### src/rtl/hdmi_tmds_period_encoder_if.sv
// Pixel-rate bundle between the island/video sources and the TMDS period encoder.
// The master side drives video, sync and island symbols and receives the three
// TMDS characters; the slave side is the encoder itself.
interface hdmi_tmds_period_encoder_if;
   logic       videoActive;
   logic       hSync;
   logic       vSync;
   logic [7:0] red;
   logic [7:0] green;
   logic [7:0] blue;
   logic       hIslandActive;
   logic [9:0] hIslandCh0;
   logic [9:0] hIslandCh1;
   logic [9:0] hIslandCh2;
   logic       vIslandActive;
   logic [9:0] vIslandCh0;
   logic [9:0] vIslandCh1;
   logic [9:0] vIslandCh2;
   logic [9:0] tmdsCh0;
   logic [9:0] tmdsCh1;
   logic [9:0] tmdsCh2;
   logic       islandConflict;

   modport master (
      output videoActive, hSync, vSync, red, green, blue,
             hIslandActive, hIslandCh0, hIslandCh1, hIslandCh2,
             vIslandActive, vIslandCh0, vIslandCh1, vIslandCh2,
      input  tmdsCh0, tmdsCh1, tmdsCh2, islandConflict
   );

   modport slave (
      input  videoActive, hSync, vSync, red, green, blue,
             hIslandActive, hIslandCh0, hIslandCh1, hIslandCh2,
             vIslandActive, vIslandCh0, vIslandCh1, vIslandCh2,
      output tmdsCh0, tmdsCh1, tmdsCh2, islandConflict
   );
endinterface

### src/rtl/hdmi_tmds_period_encoder.sv
// Final TMDS stage: picks video / guard band / preamble / island / control for
// every character, 8b/10b-encodes video with per-channel running disparity, and
// looks ten characters ahead through a delay line to insert the video lead-in.
module hdmi_tmds_period_encoder #(
   parameter int HDMI_MODE = 1
) (
   input logic                        pixelClock,
   input logic                        resetN,
   hdmi_tmds_period_encoder_if.slave  bus
);

   localparam bit HDMI_ON = (HDMI_MODE != 0);

   localparam logic [9:0] CTL_00 = 10'b1101010100;
   localparam logic [9:0] CTL_01 = 10'b0010101011;
   localparam logic [9:0] CTL_10 = 10'b0101010100;
   localparam logic [9:0] CTL_11 = 10'b1010101011;
   localparam logic [9:0] GUARD_CH02 = 10'b1011001100;
   localparam logic [9:0] GUARD_CH1  = 10'b0100110011;

   typedef struct packed {
      logic       de;
      logic       hSync;
      logic       vSync;
      logic [7:0] red;
      logic [7:0] green;
      logic [7:0] blue;
      logic       hIslandActive;
      logic [9:0] hIslandCh0;
      logic [9:0] hIslandCh1;
      logic [9:0] hIslandCh2;
      logic       vIslandActive;
      logic [9:0] vIslandCh0;
      logic [9:0] vIslandCh1;
      logic [9:0] vIslandCh2;
   } slotT;

   typedef enum logic [2:0] {
      PERIOD_CONTROL,
      PERIOD_VIDEO,
      PERIOD_GUARD,
      PERIOD_PREAMBLE,
      PERIOD_HISLAND,
      PERIOD_VISLAND
   } periodT;

   typedef struct packed {
      logic [9:0]        code;
      logic signed [4:0] disparity;
   } tmdsResultT;

   function automatic logic [9:0] ctlCode(input logic [1:0] c);
      case (c)
         2'b00:   ctlCode = CTL_00;
         2'b01:   ctlCode = CTL_01;
         2'b10:   ctlCode = CTL_10;
         default: ctlCode = CTL_11;
      endcase
   endfunction

   // DVI 1.0 video encode; balance is (ones - zeros) of the minimised byte.
   function automatic tmdsResultT tmdsEncode(input logic [7:0] d, input logic signed [4:0] cnt);
      logic              useXnor;
      logic [8:0]        qm;
      logic [3:0]        onesQm;
      logic signed [5:0] wideBalance;
      logic signed [4:0] balance;
      tmdsResultT        r;
      useXnor = (4'($countones(d)) > 4'd4) || ((4'($countones(d)) == 4'd4) && !d[0]);
      qm[0] = d[0];
      for (int i = 1; i < 8; i++) begin
         qm[i] = useXnor ? (qm[i-1] ~^ d[i]) : (qm[i-1] ^ d[i]);
      end
      qm[8] = ~useXnor;
      onesQm = 4'($countones(qm[7:0]));
      wideBalance = $signed({1'b0, onesQm, 1'b0}) - 6'sd8;
      balance = wideBalance[4:0];
      if ((cnt == 5'sd0) || (balance == 5'sd0)) begin
         r.code = {~qm[8], qm[8], (qm[8] ? qm[7:0] : ~qm[7:0])};
         r.disparity = qm[8] ? (cnt + balance) : (cnt - balance);
      end else if (((cnt > 5'sd0) && (balance > 5'sd0)) || ((cnt < 5'sd0) && (balance < 5'sd0))) begin
         r.code = {1'b1, qm[8], ~qm[7:0]};
         r.disparity = cnt + (qm[8] ? 5'sd2 : 5'sd0) - balance;
      end else begin
         r.code = {1'b0, qm[8], qm[7:0]};
         r.disparity = cnt - (qm[8] ? 5'sd0 : 5'sd2) + balance;
      end
      return r;
   endfunction

   slotT              incoming;
   slotT              delayLine [10];
   slotT              current;
   logic [9:0]        deAhead;
   periodT            period;
   logic              conflictNext;
   logic signed [4:0] disparity0, disparity1, disparity2;
   tmdsResultT        enc0, enc1, enc2;
   logic [9:0]        ch0Q, ch1Q, ch2Q;
   logic              conflictQ;

   // Pack the live inputs into one delay-line slot.
   always_comb begin
      incoming.de            = bus.videoActive;
      incoming.hSync         = bus.hSync;
      incoming.vSync         = bus.vSync;
      incoming.red           = bus.red;
      incoming.green         = bus.green;
      incoming.blue          = bus.blue;
      incoming.hIslandActive = bus.hIslandActive;
      incoming.hIslandCh0    = bus.hIslandCh0;
      incoming.hIslandCh1    = bus.hIslandCh1;
      incoming.hIslandCh2    = bus.hIslandCh2;
      incoming.vIslandActive = bus.vIslandActive;
      incoming.vIslandCh0    = bus.vIslandCh0;
      incoming.vIslandCh1    = bus.vIslandCh1;
      incoming.vIslandCh2    = bus.vIslandCh2;
   end

   assign current = delayLine[9];

   // Look-ahead: deAhead[k-1] is videoActive of character n+k, k = 1..10.
   always_comb begin
      deAhead[9] = incoming.de;
      for (int k = 0; k < 9; k++) begin
         deAhead[k] = delayLine[8-k].de;
      end
   end

   // Priority selection of the period type for the character leaving the delay line.
   always_comb begin
      // NOTE: defaults first so every path assigns every output and no latch is inferred.
      period       = PERIOD_CONTROL;
      conflictNext = 1'b0;
      if (current.de) begin
         period = PERIOD_VIDEO;
      end else if (HDMI_ON && (|deAhead[1:0])) begin
         period = PERIOD_GUARD;
      end else if (HDMI_ON && (|deAhead[9:2])) begin
         period = PERIOD_PREAMBLE;
      end else if (HDMI_ON && current.hIslandActive) begin
         period = PERIOD_HISLAND;
      end else if (HDMI_ON && current.vIslandActive) begin
         period = PERIOD_VISLAND;
      end
      if (HDMI_ON) begin
         conflictNext = (current.hIslandActive && current.vIslandActive) ||
                        ((current.hIslandActive || current.vIslandActive) &&
                         (period inside {PERIOD_VIDEO, PERIOD_GUARD, PERIOD_PREAMBLE}));
      end
   end

   // Video encoders for blue (ch0), green (ch1) and red (ch2).
   always_comb begin
      enc0 = tmdsEncode(current.blue,  disparity0);
      enc1 = tmdsEncode(current.green, disparity1);
      enc2 = tmdsEncode(current.red,   disparity2);
   end

   // Delay line, disparity state and registered TMDS characters.
   always_ff @(posedge pixelClock) begin
      if (!resetN) begin
         // NOTE: the delay line is explicitly cleared so the characters after reset are clean control.
         for (int i = 0; i < 10; i++) begin
            delayLine[i] <= '0;
         end
         disparity0 <= '0;
         disparity1 <= '0;
         disparity2 <= '0;
         ch0Q       <= CTL_00;
         ch1Q       <= CTL_00;
         ch2Q       <= CTL_00;
         conflictQ  <= 1'b0;
      end else begin
         // NOTE: non-blocking assignments make the shift read every stage's old value.
         delayLine[0] <= incoming;
         for (int i = 1; i < 10; i++) begin
            delayLine[i] <= delayLine[i-1];
         end
         conflictQ  <= conflictNext;
         disparity0 <= '0;
         disparity1 <= '0;
         disparity2 <= '0;
         unique case (period)
            PERIOD_VIDEO: begin
               ch0Q       <= enc0.code;
               ch1Q       <= enc1.code;
               ch2Q       <= enc2.code;
               disparity0 <= enc0.disparity;
               disparity1 <= enc1.disparity;
               disparity2 <= enc2.disparity;
            end
            PERIOD_GUARD: begin
               ch0Q <= GUARD_CH02;
               ch1Q <= GUARD_CH1;
               ch2Q <= GUARD_CH02;
            end
            PERIOD_PREAMBLE: begin
               ch0Q <= ctlCode({current.vSync, current.hSync});
               ch1Q <= CTL_01;
               ch2Q <= CTL_00;
            end
            PERIOD_HISLAND: begin
               ch0Q <= current.hIslandCh0;
               ch1Q <= current.hIslandCh1;
               ch2Q <= current.hIslandCh2;
            end
            PERIOD_VISLAND: begin
               ch0Q <= current.vIslandCh0;
               ch1Q <= current.vIslandCh1;
               ch2Q <= current.vIslandCh2;
            end
            default: begin
               ch0Q <= ctlCode({current.vSync, current.hSync});
               ch1Q <= CTL_00;
               ch2Q <= CTL_00;
            end
         endcase
      end
   end

   assign bus.tmdsCh0        = ch0Q;
   assign bus.tmdsCh1        = ch1Q;
   assign bus.tmdsCh2        = ch2Q;
   assign bus.islandConflict = conflictQ;

endmodule

### src/flat_wrapper.sv
// flat-port wrapper written by rule: the top's interface ports become plain ports
module hdmi_tmds_period_encoder_flat 
#(
   parameter int HDMI_MODE = 1
)
  (pixelClock, resetN, bus_videoActive, bus_hSync, bus_vSync, bus_red, bus_green, bus_blue, bus_hIslandActive, bus_hIslandCh0, bus_hIslandCh1, bus_hIslandCh2, bus_vIslandActive, bus_vIslandCh0, bus_vIslandCh1, bus_vIslandCh2, bus_tmdsCh0, bus_tmdsCh1, bus_tmdsCh2, bus_islandConflict);
  hdmi_tmds_period_encoder_if bus_i ();
  input logic pixelClock;
  input logic resetN;
  input wire logic [$bits(bus_i.videoActive)-1:0] bus_videoActive;
  input wire logic [$bits(bus_i.hSync)-1:0] bus_hSync;
  input wire logic [$bits(bus_i.vSync)-1:0] bus_vSync;
  input wire logic [$bits(bus_i.red)-1:0] bus_red;
  input wire logic [$bits(bus_i.green)-1:0] bus_green;
  input wire logic [$bits(bus_i.blue)-1:0] bus_blue;
  input wire logic [$bits(bus_i.hIslandActive)-1:0] bus_hIslandActive;
  input wire logic [$bits(bus_i.hIslandCh0)-1:0] bus_hIslandCh0;
  input wire logic [$bits(bus_i.hIslandCh1)-1:0] bus_hIslandCh1;
  input wire logic [$bits(bus_i.hIslandCh2)-1:0] bus_hIslandCh2;
  input wire logic [$bits(bus_i.vIslandActive)-1:0] bus_vIslandActive;
  input wire logic [$bits(bus_i.vIslandCh0)-1:0] bus_vIslandCh0;
  input wire logic [$bits(bus_i.vIslandCh1)-1:0] bus_vIslandCh1;
  input wire logic [$bits(bus_i.vIslandCh2)-1:0] bus_vIslandCh2;
  output wire logic [$bits(bus_i.tmdsCh0)-1:0] bus_tmdsCh0;
  output wire logic [$bits(bus_i.tmdsCh1)-1:0] bus_tmdsCh1;
  output wire logic [$bits(bus_i.tmdsCh2)-1:0] bus_tmdsCh2;
  output wire logic [$bits(bus_i.islandConflict)-1:0] bus_islandConflict;
  assign bus_i.videoActive = bus_videoActive;
  assign bus_i.hSync = bus_hSync;
  assign bus_i.vSync = bus_vSync;
  assign bus_i.red = bus_red;
  assign bus_i.green = bus_green;
  assign bus_i.blue = bus_blue;
  assign bus_i.hIslandActive = bus_hIslandActive;
  assign bus_i.hIslandCh0 = bus_hIslandCh0;
  assign bus_i.hIslandCh1 = bus_hIslandCh1;
  assign bus_i.hIslandCh2 = bus_hIslandCh2;
  assign bus_i.vIslandActive = bus_vIslandActive;
  assign bus_i.vIslandCh0 = bus_vIslandCh0;
  assign bus_i.vIslandCh1 = bus_vIslandCh1;
  assign bus_i.vIslandCh2 = bus_vIslandCh2;
  assign bus_tmdsCh0 = bus_i.tmdsCh0;
  assign bus_tmdsCh1 = bus_i.tmdsCh1;
  assign bus_tmdsCh2 = bus_i.tmdsCh2;
  assign bus_islandConflict = bus_i.islandConflict;
  hdmi_tmds_period_encoder #(.HDMI_MODE(HDMI_MODE)) u_core (.pixelClock(pixelClock), .resetN(resetN), .bus(bus_i));
endmodule
### config.mk
export PLATFORM = sky130hd
export DESIGN_NAME = hdmi_tmds_period_encoder_flat
export DESIGN_NICKNAME = d
export VERILOG_FILES = /design/src/rtl/hdmi_tmds_period_encoder_if.sv /design/src/rtl/hdmi_tmds_period_encoder.sv /design/src/flat_wrapper.sv
export SDC_FILE = /design/constraint.sdc
export NUM_CORES = 1
export LEC_CHECK = 0
export ABC_AREA = 1
export BUFFER_PORTS_ARGS = -buffer_cell sky130_fd_sc_hd__buf_4
export CAP_MARGIN = 20
export CORE_AREA = 2 2 248 250
export CTS_BUF_LIST = sky130_fd_sc_hd__clkbuf_8
export CTS_CLUSTER_DIAMETER = 40
export DETAILED_ROUTE_END_ITERATION = 10
export DIE_AREA = 0 0 250 252
export MAX_ROUTING_LAYER = met4
export PLACE_DENSITY = 0.81
export SYNTH_ARGS = -nofsm -noshare
export SYNTH_HDL_FRONTEND = slang
export SYNTH_SLANG_ARGS = --single-unit
### constraint.sdc
create_clock -name pixelClock -period 6.7 [get_ports pixelClock]
set_clock_uncertainty 0.05 [all_clocks]
set_input_delay 1.005 -clock pixelClock [delete_from_list [all_inputs] [get_ports pixelClock]]
set_output_delay 1.005 -clock pixelClock [all_outputs]
set_load 0.01 [all_outputs]
Yosys cells after proc, flatten, opt, wreduce, memory -nomap -nowiden. Memories as Yosys holds them, arrays and structs flattened. Cells that the tools add are included.

Order comparisons: 15. Bitwise operators: 58. $add $sub $neg: 63. Reduce and logical (&&, ||, !) cells: 36. Eq/ne operators: 10. Mux-type cells: 60.

Operators by type and width (number): 89-bit 2-to-1 mux (10); 15-bit 2-to-1 mux (6); 10-bit case mux with 4 select lines (2); 4-bit adder (18); 10-bit case mux with 5 select lines (1); 1-bit by 1-bit adder with 2-bit output (24); 5-bit adder (9); 5-bit subtractor (9); 5-bit by 1-bit > comparator with 1-bit output (second input constant) (6); 5-bit logical NOT (6); 5-bit by 1-bit less-than comparator with 1-bit output (second input constant) (6); 10-bit case mux with 3 select lines (1); 8-bit 2-to-1 mux (3); 8-bit NOT (3); 1-bit 2-to-1 mux (23); 1-bit bitwise XNOR (21); 1-bit bitwise XOR (21); 3-bit 2-to-1 mux (5); 5-bit 2-to-1 mux (3); 5-bit by 4-bit subtractor with 5-bit output (second input constant) (3); 4-bit by 3-bit == test with 1-bit output (second input constant) (3); 4-bit by 3-bit > comparator with 1-bit output (second input constant) (3); 2-bit 2-to-1 mux (6); 1-bit logical AND (11); other kinds (14) (39).

Bits in writable memories: 890. Output and inout port bits: 31. Input bits: 91. Memories: 1. Flip-flop bits (word level): 46.

Memory list: u_core.delayLine (depth 10, bits a word 89, read ports 10, clocked after Yosys merged registers in 0, wr ports 10, RTL line hdmi_tmds_period_encoder.sv:92) `slotT delayLine [10];`.

Depth between registers and ports, before layout. Gate-level depths: netlist of the first run. An unclocked memory read counts as a cell.

Depth in word-level cells: 30. Depth in mapped cells: 30.

Worst setup path before layout of the first run. Ideal clock, no wire load.

Kind: register to register. From: mem u_core.delayLine[0][863] in the netlist's numbering. To: reg u_core.ch0Q[5], in the netlist u_core.bus.tmdsCh0[5]. Setup time: 127 ps. Path slack: 237 ps. Period minus slack after synthesis: 6463 ps. Arrival: 6286 ps. Stages on the path, launching flop included: 29. Cell sequence: dfxtp_1 ha_1 fa_1 fa_1 ha_1 inv_1 fa_1 inv_1 nand2_1 nand2_1 clkbuf_1 xor2_1 nor2_1 fa_1 fa_1 ha_1 fa_1 ha_1 ha_1 inv_1 nand2_1 nand2_1 o21ai_2 xor2_1 nand2_1 nand3_1 nand2_1 nand2_1 nand2_1.

RTL lines: from (decl) (RTL line hdmi_tmds_period_encoder.sv:92); to (signal assigned) (RTL line hdmi_tmds_period_encoder.sv:186) `ch0Q <= enc0.code;`; to (signal assigned) (RTL line hdmi_tmds_period_encoder.sv:199) `ch0Q <= ctlCode({current.vSync, current.hSync});`; to (signal assigned) (RTL line hdmi_tmds_period_encoder.sv:204) `ch0Q <= current.hIslandCh0;`; to (decl) (RTL line hdmi_tmds_period_encoder.sv:99) `logic [9:0] ch0Q, ch1Q, ch2Q;`.

==> results of run 1 <==
-- per-layer routing --
| layer | up-vias | routed length [µm] | part of all wire [%] |
|---|---|---|---|
| li1 | 10251 | - | - |
| met4 | 0 | 978 | 2.0 |
| met5 | - | 0 | 0 |
| met3 | 74 | 2113 | 4.2 |
| met2 | 312 | 24010 | 48 |
| met1 | 7997 | 22750 | 46 |
-- per-stage QoR --
step	setup TNS, ps	hold WS, ps
2_1_floorplan	0	340.5
3_3_place_gp	0	344.1
3_5_place_dp	0	344.7
4_1_cts	0	298.5
5_1_grt	-47.78	323.0
6_report	0	339.0
-- repair_timing --
item,CTS,global route
hold buffers,0,0
setup buffers,0,1
endpoints found under the setup margin,0,32
resized for setup,0,40
-- critical path, delay by kind of cell, from the launching register on --
kind,cells,cell delay [ps]
fa+ha+maj,11,4120
simple gates,2,400
buf+inv,4,310
xor+xnor,2,390
flops,1,350
compound gates,4,630
-- power groups by stage --
stage | Sequential [mW] | Clock [mW] | Combinational (mW)
floorplan | 5.78 | 0 | 0.141
global placement | 5.79 | 0 | 0.217
detailed placement | 5.79 | 0 | 0.219
CTS | 5.67 | 4.60 | 0.220
global route | 5.67 | 4.83 | 0.252
finish | 5.66 | 4.47 | 0.219
-- how the worst max path moves through the flow --
stage / endpoint / depth (start not counted) / slack (ps) / startpoint
detailed placement: u_core.bus.tmdsCh2[0] / 27 / 90 / u_core.delayLine[0][886]
CTS: u_core.bus.tmdsCh2[3] / 27 / 30 / u_core.delayLine[0][886]
global placement: u_core.bus.tmdsCh0[5] / 29 / 180 / u_core.delayLine[0][863]
finish: u_core.disparity1[4] / 23 / 320 / u_core.delayLine[0][877]
global route: u_core.bus.tmdsCh1[6] / 27 / -20 / u_core.delayLine[0][877]
floorplan: u_core.bus.tmdsCh0[5] / 28 / 240 / u_core.delayLine[0][863]
-- synthesized netlist by cell type (all sizes together) --
library cell  count
inv            1005
o2111ai           3
nor3              3
xnor2            20
buf              10
a31oi             8
a211oi            3
clkinv            2
o21ai            27
a21oi            36
a32oi             2
a31o              1
clkbuf          103
o31ai             1
nand3b            4
a41oi             1
fa               36
or2               8
ha               76
nand3            70
a211o             3
o211ai           14
nor2             51
and2              1
xor2             36
o21bai            2
dfxtp           933
nand4             5
o22ai             2
o31a              2
a22oi            17
o21a              1
nand2          1029
nor4              1
-- cell usage in the layout, fill, tap and decap left out, types with 5 or more instances in the layout --
cell                          n
sky130_fd_sc_hd__nand2_1   1008
sky130_fd_sc_hd__or2_2        6
sky130_fd_sc_hd__clkbuf_8   169
sky130_fd_sc_hd__inv_2        6
sky130_fd_sc_hd__inv_6        6
sky130_fd_sc_hd__ha_1        73
sky130_fd_sc_hd__a31oi_1      7
sky130_fd_sc_hd__clkinv_2     8
sky130_fd_sc_hd__nand2_2     10
sky130_fd_sc_hd__o21ai_0     17
sky130_fd_sc_hd__nand2_4     11
sky130_fd_sc_hd__buf_4      144
sky130_fd_sc_hd__nor2_1      50
sky130_fd_sc_hd__a21oi_2      7
sky130_fd_sc_hd__dfxtp_1    926
sky130_fd_sc_hd__a22oi_1     17
sky130_fd_sc_hd__dfxtp_2      7
sky130_fd_sc_hd__inv_1     1050
sky130_fd_sc_hd__xor2_1      31
sky130_fd_sc_hd__a21oi_1     29
sky130_fd_sc_hd__nand4_1      5
sky130_fd_sc_hd__o21ai_1      6
sky130_fd_sc_hd__xnor2_1     17
sky130_fd_sc_hd__nand3_1     63
sky130_fd_sc_hd__fa_1        34
sky130_fd_sc_hd__o211ai_1    14
sky130_fd_sc_hd__nand3_2      7
-- flip-flops by register name, indices dropped and copies added (netlist names) --
register                   count
u_core.bus.islandConflict      1
u_core.bus.tmdsCh0            10
u_core.bus.tmdsCh1            10
u_core.bus.tmdsCh2            10
u_core.delayLine             890
u_core.disparity0              4
u_core.disparity1              4
u_core.disparity2              4
-- cell families (layout without fill, tap and decap cells) --
kind of cell | Yosys count | after routing | share of synthesized area (%)
compound gates | 123 | 123 | 2.588
xor+xnor | 56 | 56 | 1.703
fa+ha+maj | 112 | 112 | 5.470
buf+inv | 1120 | 1401 | 13.80
flops | 933 | 933 | 61.12
other cells | 0 | 1 | 0
simple gates | 1172 | 1172 | 15.32
-- area by class of cell --
type                            count  area (µm²)
Fill cell                        5015       24920
Sequential cell                   933       18690
Multi-Input combinational cell   1463        7795
Inverter                         1007        3780
Clock buffer                      169        2326
Timing Repair Buffer              148        1155
Tap cell                          782       978.4
Clock inverter                     77       488.0
Antenna cell                        1       2.502
==> flow_metrics.env, run 1 <==
export IMPL_total_routed_wirelength_mm=49.85
export IMPL_hold_path_depth=2
export IMPL_first_global_vias=17849
export IMPL_busiest_layer="met2"
export IMPL_drv_max_cap_violation_count=0
export IMPL_dpl_instance_area_um2=32220
export IMPL_cts_sinks=933
export IMPL_finalCoreUtilization_pct=58.56
export IMPL_detailed_place_hpwl_mm=32.33
export IMPL_slowest_delay_ps=590
export IMPL_worst_setup_path_end_kind="flop"
export IMPL_slew_worst_pin_ps=1158
export IMPL_synth_seq_area_share_pct=61.12
export IMPL_combPwrFrac_pct=2.1
export IMPL_cellPowerDensity_nw_per_um2=294.0
export IMPL_syn_avg_cell_area_um2=8.691
export IMPL_power_internal_mw=8.173
export IMPL_netSwitchingPower_mw=2.180
export IMPL_tritoncts="done"
export IMPL_cts_inserted_buffers=138
export IMPL_fp_coreArea_um2=60130
export IMPL_cp_required_ps=7270
export IMPL_routed_via_count=18634
export IMPL_grt_antenna_before_repair=1
export IMPL_critical_path_max_fanout=5
export IMPL_r2r_slack_ps=320
export IMPL_worst_r2r_startpoint="u_core.delayLine[0][877]"
export IMPL_vias_per_cell=4.069
export IMPL_setup_viol=0
export IMPL_clk_path_buf_depth=3
export IMPL_die_area_um2=63000
export IMPL_ys_warn_count=0
export IMPL_max_freq_mhz=156.6
export IMPL_crit_path_start_kind="flop"
export IMPL_kind_of_critical_path="flop to flop"
export IMPL_post_place_cells=4331
export IMPL_groute_layer_met3_usage_pct=4.013
export IMPL_final_max_slew_viol_count=0
export IMPL_htree_num_levels=4
export IMPL_grt_overflow_total=0
export IMPL_drc=0
export IMPL_cts_root_buf="sky130_fd_sc_hd__clkbuf_8"
export IMPL_min_period_over_period_pct=95.29
export IMPL_io_buffer_count=121
export IMPL_worst_hold_path_type="flop to flop"
export IMPL_detail_route_wl_per_cell_um=10.88
export IMPL_postSynthNetCount=3719
export IMPL_grt_first_pass_wirelength_mm=82.55
export IMPL_result_of_the_run="finished, final reports clean"
export IMPL_placement_setup_slack_ps=90.15
export IMPL_globalRouteMet1Util_pct=19.52
export IMPL_worst_ir_drop_vdd_mv=0.2047
export IMPL_drtAntennaViolNets=0
export IMPL_final_weighted_congestion_in_routability_driven_placement=0.8734
export IMPL_floorplan_initialDensity_pct=50.82
export IMPL_fp_row_count=90
export IMPL_min_to="u_core.delayLine[0][357]"
export IMPL_clkTransAtPathRegs_ps=60
export IMPL_finalPower_mw=10.35
export IMPL_worstReg2RegEnd="u_core.disparity1[4]"
export IMPL_final_design_area_no_fill_um2=35210
export IMPL_yosys_cell_types_count=46
export IMPL_synth_top_cells_by_area="sky130_fd_sc_hd__dfxtp_1, sky130_fd_sc_hd__nand2_1, sky130_fd_sc_hd__inv_1"
export IMPL_synth_top_cell_by_area="sky130_fd_sc_hd__dfxtp_1"
export IMPL_clock_latency_at_the_later_pin_of_the_worst_skew_pair_ps=760
export IMPL_maxSlewHeadroom_pct=22.81
export IMPL_cp_data_arrival_time_ps=6960
export IMPL_floorplan_die_height_um=252
export IMPL_period_needed_ps=6384
export IMPL_grt_max_degree=282
export IMPL_critical_path_slowest_cell="sky130_fd_sc_hd__fa_2"
export IMPL_hold_viol_final=0
export IMPL_leakage_nw=21.87
export IMPL_layout_drive_gt1_share_pct=11.06
export IMPL_post_synth_instance_area_um2=30560
export IMPL_r2r_worst_path_cells=23
export IMPL_post_synth_top_area_share_pct=61.12
export IMPL_layout_area_overhead_vs_synth_pct=15.22
export IMPL_pwr_share_clk_pct=43.2
export IMPL_hold_path_startpoint="u_core.delayLine[0][268]"
export IMPL_ys_ff_latch=933
export IMPL_postLayoutSetupSlackWorst_ps=315.7
export IMPL_stdcell_count=4580
export IMPL_power_switching_share_pct=21.06
export IMPL_dr_pass1_iters=5
export IMPL_met2_usage_pct=27.37
export IMPL_boundaryPins=122
export IMPL_track_usage_pct=16.51
export IMPL_die_x_um=250
export IMPL_layout_nets=3894
export IMPL_netlist_instances=3516
export IMPL_timing_critical_path_cells="ha_1 > inv_1 > fa_1 > inv_1 > fa_1 > ha_1 > inv_1 > fa_1 > o21bai_1 > nand2_1 > inv_1 > xor2_2 > a21oi_2 > fa_1 > fa_1 > ha_1 > fa_2 > ha_1 > ha_1 > xor2_1 > or2_2 > a32oi_1 > a21oi_1"
export IMPL_drtIter0Drc=963
export IMPL_seq_power_share_pct=54.7
Power figures use the tool's default switching activity.
==> run 2, diff against run 1 <==
- CORE_AREA: 2 2 248 250 -> 2 2 264 266
- DIE_AREA: 0 0 250 252 -> 0 0 266 268
- PLACE_DENSITY: 0.81 -> 0.74
==> run 2 against run 1 <==
Compared with the run above:
- critical path depth increased by 4
- routed wire length fell by 0.85%
- clock power is 4% higher
- sequential share of layout area decreased by 0.30 points
==> flow_metrics.env, run 2 (synthesis results as in run 1) <==
export IMPL_result_of_the_run="finished, final reports clean"
export IMPL_io_buffer_count=121
export IMPL_max_freq_mhz=156.5
export IMPL_leakage_nw=21.92
export IMPL_registers_top_by_ff_count="u_core.delayLine"
export IMPL_tritoncts="done"
export IMPL_cp_data_arrival_time_ps=6980
export IMPL_vias_per_cell=3.968
export IMPL_slowest_delay_ps=490
export IMPL_grt_max_degree=222
export IMPL_die_area_um2=71290
export IMPL_clkTransAtPathRegs_ps=60
export IMPL_totalNegativeSetupSlack_ps=0
export IMPL_cts_sinks=933
export IMPL_boundaryPins=122
export IMPL_mostFrequentLayoutCells="sky130_fd_sc_hd__inv_1, sky130_fd_sc_hd__nand2_1, sky130_fd_sc_hd__dfxtp_1, sky130_fd_sc_hd__clkbuf_8, sky130_fd_sc_hd__buf_4"
export IMPL_placement_setup_slack_ps=-4.574
export IMPL_drc=0
export IMPL_final_common_cell="sky130_fd_sc_hd__inv_1"
export IMPL_worst_hold_path_type="flop to flop"
export IMPL_layout_drive_gt1_share_pct=11.13
export IMPL_fp_coreArea_um2=68230
export IMPL_slew_worst_pin_ps=1043
export IMPL_grt_antenna_before_repair=1
export IMPL_multi_input_comb_area_um2=7744
export IMPL_critical_path_slowest_cell="sky130_fd_sc_hd__fa_1"
export IMPL_regArea_um2=18690
export IMPL_floorplan_die_height_um=268
export IMPL_grt_first_pass_wirelength_mm=82.96
export IMPL_htree_num_levels=4
export IMPL_total_routed_wirelength_mm=49.43
export IMPL_layout_nets=3901
export IMPL_fp_row_count=96
export IMPL_layout_area_overhead_vs_synth_pct=15.87
export IMPL_largest_reg_flops=890
export IMPL_cts_inserted_buffers=144
export IMPL_cts_hold_buffers=0
export IMPL_min_period_over_period_pct=95.39
export IMPL_final_max_slew_viol_count=0
export IMPL_period_needed_ps=6391
export IMPL_critical_path_max_fanout=5
export IMPL_dr_pass1_iters=5
export IMPL_post_place_cells=4429
export IMPL_dpl_instance_area_um2=32330
export IMPL_postLayoutSetupSlackWorst_ps=308.7
export IMPL_setup_viol=0
export IMPL_final_weighted_congestion_in_routability_driven_placement=0.8558
export IMPL_cellPowerDensity_nw_per_um2=297.9
export IMPL_grt_overflow_total=0
export IMPL_drv_max_cap_violation_count=0
export IMPL_cp_required_ps=7290
export IMPL_hold_ws_ps=344.1
export IMPL_worst_ir_drop_vdd_mv=0.1925
export IMPL_final_design_area_no_fill_um2=35410
export IMPL_crit_path_start_kind="flop"
export IMPL_cts_root_buf="sky130_fd_sc_hd__clkbuf_8"
export IMPL_clock_latency_at_the_later_pin_of_the_worst_skew_pair_ps=770
export IMPL_track_usage_pct=14.70
export IMPL_detail_route_wl_per_cell_um=10.55
export IMPL_drtAntennaViolNets=0
export IMPL_die_x_um=266
export IMPL_kind_of_critical_path="flop to flop"
export IMPL_final_fill_count=6205
export IMPL_first_global_vias=17926
export IMPL_maxSlewHeadroom_pct=30.39
export IMPL_r2r_slack_ps=310
export IMPL_detailed_place_hpwl_mm=32.81
export IMPL_stdcell_count=4684
export IMPL_worst_setup_path_end_kind="flop"
export IMPL_routed_via_count=18586
export IMPL_hold_viol_final=0
export IMPL_drtIter0Drc=891
export IMPL_clk_path_buf_depth=3
export IMPL_floorplan_initialDensity_pct=44.79
run 2: cell types whose count changed in the layout (fill, tap and decap cells not counted), moves of 2 or more:
cell,previous run,this run
sky130_fd_sc_hd__ha_1,73,75
sky130_fd_sc_hd__bufinv_16,4,6
sky130_fd_sc_hd__inv_1,1050,1047
sky130_fd_sc_hd__inv_8,1,3
sky130_fd_sc_hd__ha_4,2,0
sky130_fd_sc_hd__inv_6,6,3
sky130_fd_sc_hd__inv_12,0,2
sky130_fd_sc_hd__buf_4,144,146
sky130_fd_sc_hd__xor2_1,31,33
sky130_fd_sc_hd__inv_2,6,4
sky130_fd_sc_hd__clkbuf_8,169,174
run 2: worst paths after layout:
| path | startpoint | to | cells past startpoint |
|---|---|---|---|
| max reg2reg | u_core.delayLine[0][885] | u_core.disparity2[4] | 27 |
| max | u_core.delayLine[0][885] | u_core.disparity2[4] | 27 |
| min | u_core.delayLine[0][7] | u_core.delayLine[0][96] | 2 |
| min reg2reg | u_core.delayLine[0][7] | u_core.delayLine[0][96] | 2 |
run 2: routing by layer:
layer  share of wire, %  global-route usage [%]  up-vias  routed length [µm]
li1                   -                       -    10267                   -
met1                 46                   17.54     7940               22950
met2                 47                   23.89      305               23460
met3                4.2                   3.647       74                2075
met4                1.9                   5.891        0                 943
met5                  0                       -        -                   0
run 2: report_power, final:
part	internal (mW)	switching [mW]	leakage, nW
logic	0.0828	0.134	12.7
registers	5.64	0.0255	7.57
clock network	2.60	2.06	1.68
total	8.32	2.22	21.9
run 2: metrics by stage:
step                      utilization (%)  power, mW
after floorplan                         -      5.922
after global placement              47.38      6.005
after detailed placement            47.38      6.007
after CTS                           51.71      10.70
after global routing                51.90      10.99
final                               51.90      10.55
run 2: what timing repair did:
action / in CTS / in global routing
buffers inserted: 0 / 5
endpoints found under the setup margin: 1 / 29
resized for setup: 1 / 31
gates cloned: 0 / 0
pin swaps: 0 / 4
run 2: final cells by class:
cell class	count	share of cell area [%]
Antenna cell	1	0.007067
Clock buffer	174	6.763
Clock inverter	75	1.572
Inverter	1007	10.67
Multi-Input combinational cell	1463	21.87
Sequential cell	933	52.77
Tap cell	882	3.117
Timing Repair Buffer	149	3.226
run 2: critical path, delay by kind of cell, from the launching register on:
kind,cells,cell delay (ps)
AOI/OAI and AO/OA,5,770
adders and majority gates,11,4060
buffers and inverters,6,450
DFF,1,360
and+or+nand+nor,5,590
